## config.mk

```make
export PLATFORM = sky130hd
export DESIGN_NAME = onchip_mem_loader
export DESIGN_NICKNAME = d
export VERILOG_FILES = /design/src/rtl/onchip_mem_loader_pkg.sv /design/src/rtl/onchip_mem_loader_addr_gen.sv /design/src/rtl/onchip_mem_loader.sv
export SDC_FILE = /design/constraint.sdc
export NUM_CORES = 1
export LEC_CHECK = 0
export BUFFER_PORTS_ARGS = -buffer_cell sky130_fd_sc_hd__buf_2
export CAP_MARGIN = 20
export CORE_UTILIZATION = 64
export CTS_BUF_LIST = sky130_fd_sc_hd__clkbuf_4 sky130_fd_sc_hd__clkbuf_8
export DETAILED_ROUTE_END_ITERATION = 10
export PLACE_DENSITY_LB_ADDON = 0.1
export SLEW_MARGIN = 40
export SYNTH_ARGS = -nofsm -noshare
export SYNTH_HDL_FRONTEND = slang
export SYNTH_SLANG_ARGS = --single-unit
```

## constraint.sdc

```tcl
create_clock -name clk -period 6.1 [get_ports clk]
set_input_delay 0.305 -clock clk [delete_from_list [all_inputs] [get_ports clk]]
set_output_delay 0.305 -clock clk [all_outputs]
set_load 0.1 [all_outputs]
```

## src/rtl/onchip_mem_loader_pkg.sv

```systemverilog
// Shared constants, FSM state encoding and address helpers for the on-chip memory loader.
// The memory is 5120 words deep, so addresses wrap at DEPTH and not at the 13-bit boundary.
package onchip_mem_loader_pkg;

    localparam int DEPTH = 5120;
    localparam int AW    = 13;

    typedef enum logic [2:0] {
        S_IDLE,
        S_LOAD,
        S_DRAIN,
        S_VERIFY,
        S_CHECK,
        S_DONE
    } loader_state_t;

    function automatic logic [AW-1:0] wrap_inc(input logic [AW-1:0] a);
        return (a == AW'(DEPTH - 1)) ? '0 : a + AW'(1);
    endfunction

    // A base above the top of memory folds back once; 8191 - 5120 is still in range.
    function automatic logic [AW-1:0] wrap_base(input logic [AW-1:0] b);
        return (b >= AW'(DEPTH)) ? b - AW'(DEPTH) : b;
    endfunction

endpackage

```

## src/rtl/onchip_mem_loader_addr_gen.sv

```systemverilog
// Word address walker: loads a base and a length, steps with wrap, and flags the last and
// past-the-end indices. It can rewind to the stored base for the readback pass.
module onchip_mem_loader_addr_gen
    import onchip_mem_loader_pkg::*;
(
    input  logic          clk,
    input  logic          reset,
    input  logic          init,
    input  logic          rewind,
    input  logic          step,
    input  logic [AW-1:0] base,
    input  logic [AW:0]   length,
    output logic [AW-1:0] addr,
    output logic          last,
    output logic          full
);

    logic [AW-1:0] base_q;
    logic [AW:0]   len_q;
    logic [AW:0]   cnt;

    always_ff @(posedge clk) begin
        if (reset) begin
            base_q <= '0;
            len_q  <= '0;
            addr   <= '0;
            cnt    <= '0;
        end else if (init) begin
            base_q <= wrap_base(base);
            len_q  <= length;
            addr   <= wrap_base(base);
            cnt    <= '0;
        end else if (rewind) begin
            addr <= base_q;
            cnt  <= '0;
        end else if (step) begin
            addr <= wrap_inc(addr);
            cnt  <= cnt + (AW+1)'(1);
        end
    end

    assign last = (cnt == len_q - (AW+1)'(1));
    assign full = (cnt == len_q);

endmodule

```

## src/rtl/onchip_mem_loader.sv

```systemverilog
// Stream-to-memory loader with optional readback checksum verification.
// Handshake: a word transfers on a rising edge where in_valid and in_ready are both high.
module onchip_mem_loader
    import onchip_mem_loader_pkg::*;
(
    input  logic          clk,
    input  logic          reset,
    input  logic          start,
    input  logic [AW-1:0] base,
    input  logic [AW:0]   length,
    input  logic          verify_en,
    input  logic [31:0]   in_data,
    input  logic          in_valid,
    output logic          in_ready,
    output logic [AW-1:0] mem_address,
    output logic [3:0]    mem_byteenable,
    output logic          mem_chipselect,
    output logic          mem_write,
    output logic [31:0]   mem_writedata,
    output logic          mem_clken,
    input  logic [31:0]   mem_readdata,
    output logic          busy,
    output logic          done,
    output logic          error,
    output logic [31:0]   checksum,
    output loader_state_t dbg_state
);

    loader_state_t state, next_state;
    logic          verify_q;
    logic [31:0]   rb_sum;
    logic          rd_valid;
    logic          gen_init, gen_rewind, gen_step;
    logic [AW-1:0] gen_addr;
    logic          gen_last, gen_full;
    logic          wr_issue, rd_issue;
    logic          len_ok;

    assign len_ok         = (length != '0) && (length <= (AW+1)'(DEPTH));
    assign mem_byteenable = {4{mem_chipselect}};
    assign mem_clken      = 1'b1;
    assign dbg_state      = state;

    onchip_mem_loader_addr_gen u_addr_gen (
        .clk    (clk),
        .reset  (reset),
        .init   (gen_init),
        .rewind (gen_rewind),
        .step   (gen_step),
        .base   (base),
        .length (length),
        .addr   (gen_addr),
        .last   (gen_last),
        .full   (gen_full)
    );

    always_comb begin
        next_state = state;
        in_ready   = 1'b0;
        gen_init   = 1'b0;
        gen_rewind = 1'b0;
        gen_step   = 1'b0;
        wr_issue   = 1'b0;
        rd_issue   = 1'b0;
        case (state)
            S_IDLE: begin
                if (start) begin
                    if (len_ok) begin
                        gen_init   = 1'b1;
                        next_state = S_LOAD;
                    end else begin
                        next_state = S_DONE;
                    end
                end
            end
            S_LOAD: begin
                in_ready = 1'b1;
                if (in_valid) begin
                    wr_issue = 1'b1;
                    // Rewinding on the final word puts the base on the walker for the first read.
                    if (gen_last) begin
                        gen_rewind = 1'b1;
                        next_state = S_DRAIN;
                    end else begin
                        gen_step = 1'b1;
                    end
                end
            end
            S_DRAIN: begin
                if (verify_q) begin
                    rd_issue   = 1'b1;
                    gen_step   = 1'b1;
                    next_state = S_VERIFY;
                end else begin
                    next_state = S_DONE;
                end
            end
            S_VERIFY: begin
                if (!gen_full) begin
                    rd_issue = 1'b1;
                    gen_step = 1'b1;
                end else begin
                    next_state = S_CHECK;
                end
            end
            S_CHECK: next_state = S_DONE;
            S_DONE:  next_state = S_IDLE;
            default: next_state = S_IDLE;
        endcase
    end

    always_ff @(posedge clk) begin
        if (reset) begin
            state          <= S_IDLE;
            mem_address    <= '0;
            mem_chipselect <= 1'b0;
            mem_write      <= 1'b0;
            mem_writedata  <= '0;
            busy           <= 1'b0;
            done           <= 1'b0;
            error          <= 1'b0;
            checksum       <= '0;
            verify_q       <= 1'b0;
            rb_sum         <= '0;
            rd_valid       <= 1'b0;
        end else begin
            state          <= next_state;
            mem_chipselect <= wr_issue | rd_issue;
            mem_write      <= wr_issue;
            done           <= (state == S_DONE);
            // Read data returns the cycle after a read strobe is on the bus.
            rd_valid       <= mem_chipselect & ~mem_write;
            if (wr_issue | rd_issue) mem_address <= gen_addr;
            if (wr_issue) begin
                mem_writedata <= in_data;
                checksum      <= checksum + in_data;
            end
            if (rd_valid) rb_sum <= rb_sum + mem_readdata;
            if (state == S_CHECK) error <= ((rb_sum + mem_readdata) != checksum);
            if (state == S_IDLE && start) begin
                busy     <= 1'b1;
                verify_q <= verify_en;
                if (len_ok) begin
                    checksum <= '0;
                    error    <= 1'b0;
                    rb_sum   <= '0;
                end else begin
                    error <= 1'b1;
                end
            end else if (state == S_DONE) begin
                busy <= 1'b0;
            end
        end
    end

endmodule
```

## Yosys cells after proc, flatten, opt, wreduce, memory -nomap -nowiden

Cells that the tools add are included.
Widths: inputs -> output; s select.

| storage, ports and cells | value |
|---|---|
| output and inout port bits | 91 |
| word-level logic and storage cells | 87 |
| bits of input ports | 96 |
| flip-flop bits (word level) | 173 |

| operators by class | value |
|---|---|
| reductions and logical operators | 9 |
| multiplexer cells | 38 |
| equal/unequal tests | 13 |
| order comparisons | 2 |
| add/subtract/negate cells | 6 |
| bitwise operators | 3 |

Operators by type and width:

| operator | count |
|---|---|
| $mux 32 | 6 |
| $mux 13 | 5 |
| $add 32x32->32 | 2 |
| $ne 32x32->1 | 1 |
| $eq 14x14->1 | 2 |
| $mux 1 | 18 |
| $mux 3 | 6 |
| $pmux 3 s5 | 1 |
| $add 14x1->14 const B | 1 |
| $le 14x13->1 const B | 1 |
| $reduce_bool 14->1 | 1 |
| $sub 14x1->14 const B | 1 |
| $add 13x1->13 const B | 1 |
| $eq 13x13->1 const B | 1 |
| $ge 13x13->1 const B | 1 |
| $sub 13x13->13 const B | 1 |
| $ne 2x2->1 const B | 4 |
| $eq 3x2->1 const B | 2 |
| $eq 3x3->1 const B | 2 |
| $reduce_and 4->1 | 1 |
| $reduce_bool 2->1 | 2 |
| $eq 3x1->1 const B | 1 |
| $logic_not 3->1 | 1 |
| $pmux 1 s3 | 1 |
| 7 further kinds | 8 |

## Longest topological paths before layout

Gate-level depths: netlist (run 1).

| depth | value |
|---|---|
| depth in word-level cells | 8 |
| depth in mapped cells | 13 |
| mapped depth without buffers | 12 |

## Cells and area by module

A second synthesis (run 1) with hierarchy kept.

| second synthesis, totals | value |
|---|---|
| cell total of the unflattened synthesis | 1466 |
| area, all modules | 11561.1 um^2 |

By module, submodules not included:

| module | area each (um^2) | times used | seq. area each (um^2) | cells an instance |
|---|---|---|---|---|
| onchip_mem_loader | 8425.6 | 1 | 2382.3 | 1074 |
| onchip_mem_loader_addr_gen | 3135.5 | 1 | 1081.0 | 392 |

## Worst setup path before layout (run 1)

Ideal clock, no wire load.

| timing path | value |
|---|---|
| path type | register to register |
| start | register state[0], in the netlist dbg_state[0] |
| end | register u_addr_gen.addr[9] |
| period minus slack after synthesis | 4.140 ns |
| setup time | 0.120 ns |
| path buffers | 2 |
| arrival time | 4.020 ns |
| data required time | 5.980 ns |
| cell stages (with the launch flop) | 11 |
| path slack | 1.960 ns |
| path through | dfxtp_1 -> clkbuf_1 -> nand2b_1 -> nor2_1 -> and2_1 -> clkbuf_1 -> and4_4 -> nand2b_4 -> o21ai_0 -> and2_1 -> o31a_1 |

| between the ends | value |
|---|---|
| word-level cells in the longest chain between the ends | 4 |
| elaborated cells on any way between the ends | 10 |
| classes of those cells | 3 x eq/ne; 5 x mux; 2 x reduce/logical |

Ends and longest elaborated chain:

| element | line | source |
|---|---|---|
| start, declared | onchip_mem_loader.sv:29 | `loader_state_t state, next_state;` |
| start signal, assigned | onchip_mem_loader.sv:127 | `state <= next_state;` |
| $eq 3x1->1 | onchip_mem_loader.sv:65 | `case (state)` |
| $mux 1 | onchip_mem_loader.sv:65 |  |
| $mux 13 | onchip_mem_loader_addr_gen.sv:33 | `end else if (rewind) begin` |
| $mux 13 | onchip_mem_loader_addr_gen.sv:28 | `end else if (init) begin` |
| end signal, assigned | onchip_mem_loader_addr_gen.sv:31 | `addr <= wrap_base(base);` |
| end signal, assigned | onchip_mem_loader_addr_gen.sv:34 | `addr <= base_q;` |
| end signal, assigned | onchip_mem_loader_addr_gen.sv:37 | `addr <= wrap_inc(addr);` |
| end, declared | onchip_mem_loader_addr_gen.sv:13 | `output logic [AW-1:0] addr,` |

Parallel ways exist; a longest one is shown, timed or not.
A chain may end at the register's enable or synchronous reset.

## Worst setup path in the final report (run 1)

| timing path | value |
|---|---|
| start | register rb_sum[0] |
| end | register error |

| between the ends | value |
|---|---|
| word-level cells in the longest chain between the ends | 4 |

Ends and longest elaborated chain:

| element | line | source |
|---|---|---|
| start, declared | onchip_mem_loader.sv:31 | `logic [31:0] rb_sum;` |
| start signal, assigned | onchip_mem_loader.sv:138 | `if (rd_valid) rb_sum <= rb_sum + mem_readdata;` |
| $add 32x32->32 | onchip_mem_loader.sv:139 | `if (state == S_CHECK) error <= ((rb_sum + mem_readdata) != checksum);` |
| $ne 32x32->1 | onchip_mem_loader.sv:139 |  |
| $mux 1 | onchip_mem_loader.sv:139 |  |
| $mux 1 | onchip_mem_loader.sv:140 | `if (state == S_IDLE && start) begin` |
| end signal, assigned | onchip_mem_loader.sv:139 |  |
| end, declared | onchip_mem_loader.sv:24 | `output logic error,` |

No other way between the ends. The select of a mux whose other input is x is not followed.

==> results of run 1 <==
routing by layer:
layer	part of all wire (%)	vias up	global-route usage, %
met5	0	-	0
li1	-	5694	-
met4	3.7	0	14.1
met1	42	5415	43.8
met3	6.5	82	5.26
met2	48	480	59.4
cells by family after synthesis:
group | after synthesis | synth area share [%]
adder cells (fa/ha/maj) | 69 | 7.58
other | 1 | 0.0323
AND/OR/NAND/NOR | 632 | 25.4
multiplexers | 38 | 3.35
XOR/XNOR | 104 | 8.58
flip-flops | 173 | 29.9
buffers and inverters | 120 | 4.27
AO/OA/AOI/OAI | 400 | 20.9
power by group through the flow:
stage	Combinational (mW)	Clock, mW	Sequential, mW
after floorplan	0.396	0	1.42
after global placement	0.719	0	1.25
after detailed placement	0.728	0	1.25
after CTS	0.731	0.827	1.23
after global routing	0.796	0.874	1.23
final	0.739	0.826	1.23
cell type report:
type / count / share of cell area, %
inverters: 32 / 0.932
well taps: 225 / 2.18
clock buffers: 20 / 2.09
flip-flops and latches: 173 / 26.9
repair buffers: 190 / 7.50
multi-input cells: 1244 / 59.4
clock inverters: 12 / 0.971
cell usage in the layout (no fill, tap or decap), drive strengths merged, types with 6 or more instances in the layout:
cell type,count
a21oi,181
nor2b,11
ha,67
clkbuf,20
and3,17
xnor2,61
nand3,34
dfxtp,173
nor4b,6
nor2,163
a211oi,22
nor3,35
inv,38
nor4,18
nand2b,17
nand4,20
nand2,252
o22ai,6
or3,12
o211ai,10
o21ai,74
nor3b,13
a31oi,14
xor2,37
and2,9
o21a,8
mux2i,35
buf,190
a21o,22
flip-flops by register name, indices dropped and copies added (netlist names), 3 cells and up:
signal             count
u_addr_gen.len_q      14
mem_address           13
u_addr_gen.addr       13
checksum              32
dbg_state              3
u_addr_gen.base_q     13
u_addr_gen.cnt        14
mem_writedata         32
rb_sum                32
worst paths after layout:
| kind | startpoint | to | slack (ps) | cells past startpoint |
|---|---|---|---|---|
| worst max-delay path | rb_sum[0]$_SDFF_PP0_ | error$_SDFFE_PP0P_ | 2270 | 12 |
| worst min-delay path | in_data[6] | mem_writedata[6]$_SDFFE_PP0P_ | 60 | 3 |
| worst max register to register | rb_sum[0]$_SDFF_PP0_ | error$_SDFFE_PP0P_ | 2270 | 12 |
| worst min register to register | mem_writedata[29]$_SDFFE_PP0P_ | mem_writedata[29]$_SDFFE_PP0P_ | 460 | 2 |
critical path, delay by kind of cell (launching register included):
kind / cells / cell delay [ps]
compound gates: 5 / 1730
xor+xnor: 1 / 290
fa+ha+maj: 2 / 640
flops: 1 / 320
simple gates: 4 / 750
==> run metrics, run 1 <==
status=finished, final reports clean; Post-Syn Nets=1702; CP Launch Type=flop; yosys warns=0; initial core utilization=66.3%; chip width=137 um; CTS tree=done; HPWL after detailed placement=24.3 mm; Synth Instances=1537; Multi-input gate area=7660 sq um; DRT iter0 DRCs=767; Worst Skew=23.8 ps; DR vias/cell=6.16; Sw Ratio=37.2%; Psw=1.04 mW; top_reg_cell synth=dfxtp_1; Max IR drop VDD=184 uV; # DRC=0; max incr delay on CP=480 ps; fmax=261 MHz; Sink Count=173; Root Driver=clkbuf_8; FF+latch area=3470 sq um; synthesized cell area=11600 sq um; routability cong.=0.986; Worst-Skew Late Latency=490 ps; Area growth syn-to-layout=11.2%; setup ws final=2270 ps; most frequent cell after synthesis=nand2_1; Max clock buf depth=2; initial antenna violation count=0; H-tree Lvls=4; Hold Path Class=input pin to flop; total die area=18700 sq um; Worst Setup Path Type=flop to flop; crit-path cells=ha_1, fa_1, a211oi_1, o21ai_0, a21oi_1, a211oi_1, o21ai_0, xnor3_1, nor4_1, nand4_1, and4b_1, nor2_1; Pre-Repair DR Iteration Count=5; Boundary Pins=187; Resized cells post-CTS=0; Max-slew headroom=45.4%; shortest period the worst path allows=3830 ps; GRT overflow=0; Final Core Density=73.8%; Cell Count, Final, Fillers Out=1896; fin. max-slew vios=0; Rows=48; number of flops mapped to enable cells by yosys=0; flops & latches, synth=173; Die Y-Extent=137 um; worst slack, placed=2220 ps; Tcrit/Tclk final=62.8%; setup tns final=0 ps; Clk pwr share=29.6%; Placed Cells=1864; Worst Path Arrival=4190 ps; ranking of synthesized cells by area=dfxtp_1, nand2_1, a21oi_1, ha_1, nor2_1; top-area cell type share of the netlist area=29.9%; Final Instance Area=12900 sq um; Core Region=17500 sq um; GRT Total Usage=34.8%; TritonCTS Buffers=17; commonest cells in the synthesized netlist=nand2_1, a21oi_1, dfxtp_1; total power=2.79 mW; CP Capture Type=flop; hold slack=61.9 ps; CP max stage cell=o21ai_0; n_diodes=0; Post-CTS Hold Fix Bufs=0; sequential area share after synthesis=29.9%; leak pwr=5.44 nW; worst endpoint required time=6460 ps; pwr/cell area=217 nW/um^2; fin nets=1823; Reg clk slew, reported paths=100 ps; Final Hold Viols=0; internal power=1.75 mW; ANT nets after route=0; syn_area_per_cell=7.54 sq um; Comb pwr share=26.5%; largest net degree at the start of global routing=94; layout cell share with drive strength beyond 1=15.0%; Port-buffer cells=185; RSZ-0062 raised after global routing=no; first-pass GRT wire length=51.1 mm; Post-Route WL=32.5 mm; CP max FO=5; Placement Cell Area=12500 sq um; Wirelength per Cell=17.1 um; FILL cells=1494; Worst Tran Pin Value=819 ps; Setup violations, final=0; sequential power share=44.0%; Max-Cap Viols=0; setup bufs post-CTS=0; vias in the first global route=10400; leading area contributor after synthesis=dfxtp_1; Synth async-reset ratio=0%; synth unique cells=81; via count=11700
Power figures use the tool's default switching activity.
==> inputs of run 2 (changes only) <==
--- a/config.mk
+++ b/config.mk
@@ -5,9 +5,10 @@
 export SDC_FILE = /design/constraint.sdc
 export NUM_CORES = 1
 export LEC_CHECK = 0
+export ABC_AREA = 1
 export BUFFER_PORTS_ARGS = -buffer_cell sky130_fd_sc_hd__buf_2
 export CAP_MARGIN = 20
-export CORE_UTILIZATION = 64
+export CORE_UTILIZATION = 60
 export CTS_BUF_LIST = sky130_fd_sc_hd__clkbuf_4 sky130_fd_sc_hd__clkbuf_8
 export DETAILED_ROUTE_END_ITERATION = 10
 export PLACE_DENSITY_LB_ADDON = 0.1
==> constraint.sdc (replaced) <==
create_clock -name clk -period 4 [get_ports clk]
set_input_delay 0.2 -clock clk [delete_from_list [all_inputs] [get_ports clk]]
set_output_delay 0.2 -clock clk [all_outputs]
set_load 0.1 [all_outputs]
==> run 2 against run 1 <==
  * Synthesized area grew 5.5%
  * Count of clock-buffer cells in the layout down 3
  * Critical path depth rose by 1
  * Register-to-register slack got worse by 1100 ps
  * Routed wire length grew 14%
  * First-iteration DRC count increased by 33%
  * Core utilization down 2.6 points
  * Final cell count rose by 27%
  * Setup slack got worse by 1200 ps
  * Non-clock buffer count up 41
  * Worst hold slack got worse by 51 ps
  * Critical endpoint is now checksum[12]$_SDFF_PP0_
==> run metrics, run 2 <==
status=finished, final reports clean; Worst-Skew Late Latency=490 ps; initial antenna violation count=2; n_diodes=0; setup bufs post-CTS=0; Area growth syn-to-layout=14.8%; routability cong.=0.982; flops & latches, synth=173; RSZ-0062 raised after global routing=no; yosys warns=0; leading area contributor after synthesis=dfxtp_1; Max-slew headroom=49.1%; chip width=145 um; Synth Instances=1933; worst endpoint required time=4400 ps; GRT overflow=0; fmax=345 MHz; Setup violations, final=0; Synth async-reset ratio=0%; syn_area_per_cell=6.33 sq um; most frequent cells in the layout=nand2_1, inv_1, nor2_1; # DRC=0; Core Region=19700 sq um; Worst Skew=22.6 ps; DRT iter0 DRCs=1023; layout cell share with drive strength beyond 1=12.7%; top-area cell type share of the netlist area=28.3%; GRT Total Usage=35.7%; Placed Cells=2339; fin nets=2295; FILL cells=1735; Comb pwr share=45.7%; pwr/cell area=441 nW/um^2; ANT nets after route=0; Root Driver=clkbuf_8; Final Hold Viols=0; H-tree Lvls=4; sequential area share after synthesis=28.3%; fin. max-slew vios=0; setup ws final=1100 ps; Resized cells post-CTS=0; crit-path cells=dlygate4sd3_1, buf_2, nor4_1, nand4_1, or2_0, nand2_1, nor2_2, inv_2, nand2_2, inv_2, buf_4, o21ai_0, a31oi_1; Reg clk slew, reported paths=100 ps; CP max FO=21; Post-Syn Nets=2098; synth unique cells=53; TritonCTS Buffers=17; Worst Setup Path Type=input pin to flop; largest net degree at the start of global routing=66; FF-to-FF setup slack=1210 ps; WP buf/inv=5; Worst Path Arrival=3300 ps; via count=13300; DR vias/cell=5.53; Post-CTS Hold Fix Bufs=36; Clk pwr share=20.1%; Hold Path Class=input pin to flop; initial core utilization=62.0%; Sink Count=173; ranking of synthesized cells by area=dfxtp_1, nand2_1, inv_1, nor2_1, ha_1; Max-Cap Viols=0; sequential power share=34.3%; Boundary Pins=187; leak pwr=7.24 nW; Die Y-Extent=145 um; Port-buffer cells=185; Rows=51; first-pass GRT wire length=58.2 mm; number of flops mapped to enable cells by yosys=0; total die area=21000 sq um; Sw Ratio=50.1%; top_reg_cell synth=dfxtp_1; Tcrit/Tclk final=72.4%; setup tns final=0 ps; vias in the first global route=12100; Max IR drop VDD=311 uV; CP Launch Type=input pin; CP delay by family, top=buffers and inverters; Top Registers=checksum: 32 flops, mem_writedata: 32 flops, rb_sum: 32 flops; most frequent CP cell=inv_2; Cell Count, Final, Fillers Out=2408; most frequent cell after synthesis=nand2_1; Psw=3.10 mW; worst slack, placed=1230 ps; Post-Route WL=37.2 mm; Pre-Repair DR Iteration Count=6; shortest period the worst path allows=2900 ps; commonest cells in the synthesized netlist=nand2_1, inv_1, nor2_1; max incr delay on CP=540 ps; CP Capture Type=flop; CTS tree=done; internal power=3.09 mW; commonest non-fill, non-tap cell in the layout=nand2_1; Worst Tran Pin Value=763 ps; HPWL after detailed placement=28.7 mm; Max clock buf depth=2; synthesized cell area=12200 sq um; Wirelength per Cell=15.4 um; CP max stage cell=dlygate4sd3_1
## run 2: worst paths after layout
path / cells after the start / to / from
setup / recovery: 13 / checksum[12]$_SDFF_PP0_ / length[4]
hold / removal: 3 / mem_writedata[27]$_SDFFE_PP0P_ / in_data[27]
hold reg to reg: 2 / u_addr_gen.len_q[13]$_SDFFE_PP0P_ / u_addr_gen.len_q[13]$_SDFFE_PP0P_
setup reg to reg: 11 / checksum[12]$_SDFF_PP0_ / dbg_state[0]$_SDFFE_PP0P_
## run 2: cell type report
class / instances / area [sq um] / share of cell area (%)
multi-input cells: 1413 / 7390 / 52.6
repair buffers: 231 / 1360 / 9.71
clock buffers: 17 / 234 / 1.67
well taps: 265 / 332 / 2.36
clock inverters: 15 / 151 / 1.08
inverters: 294 / 1110 / 7.88
flip-flops and latches: 173 / 3460 / 24.7
## run 2: stage by stage
stage               cell area [sq um]  total power, mW  util [%]  hold slack, ps
floorplan                       12200             4.34         -             339
global placement                13300             4.87      67.4             426
detailed placement              13300             4.91      67.4             441
CTS                             14000             6.16      71.2            1.60
global route                    14000             6.51      71.2            2.63
finish                          14000             6.19      71.2            11.0
## run 2: per-layer routing
layer / vias to the layer above / global-route usage (%) / share of wire, %
met5: - / 0 / 0.070
met1: 5970 / 41.7 / 41
met4: 4 / 19.1 / 5.1
li1: 6656 / - / -
met2: 563 / 62.5 / 47
met3: 122 / 5.86 / 7.0
## run 2: logic make-up (layout without fill, tap and decap cells)
family                     count (synthesis)  after routing  synth area share, %
other                                      1              1               0.0307
DFF                                      173            173                 28.3
AOI/OAI and AO/OA                        368            368                 17.0
xor gates and xnor gates                  56             56                 4.58
buffers and inverters                    347            557                 11.2
adders and majority gates                 69             69                 7.18
and+or+nand+nor                          919            919                 31.6
## run 2: power by group through the flow
stage / registers (mW) / clock network [mW] / logic [mW]
after floorplan: 3.01 / 0 / 1.33
after global placement: 2.15 / 0 / 2.72
after detailed placement: 2.15 / 0 / 2.76
after CTS: 2.11 / 1.25 / 2.80
after global routing: 2.14 / 1.32 / 3.05
final: 2.12 / 1.24 / 2.83
## run 2: worst min-delay path, stage by stage
cell,delay (ps)
buf_2,110
o21ai_0,80
nor2_1,80
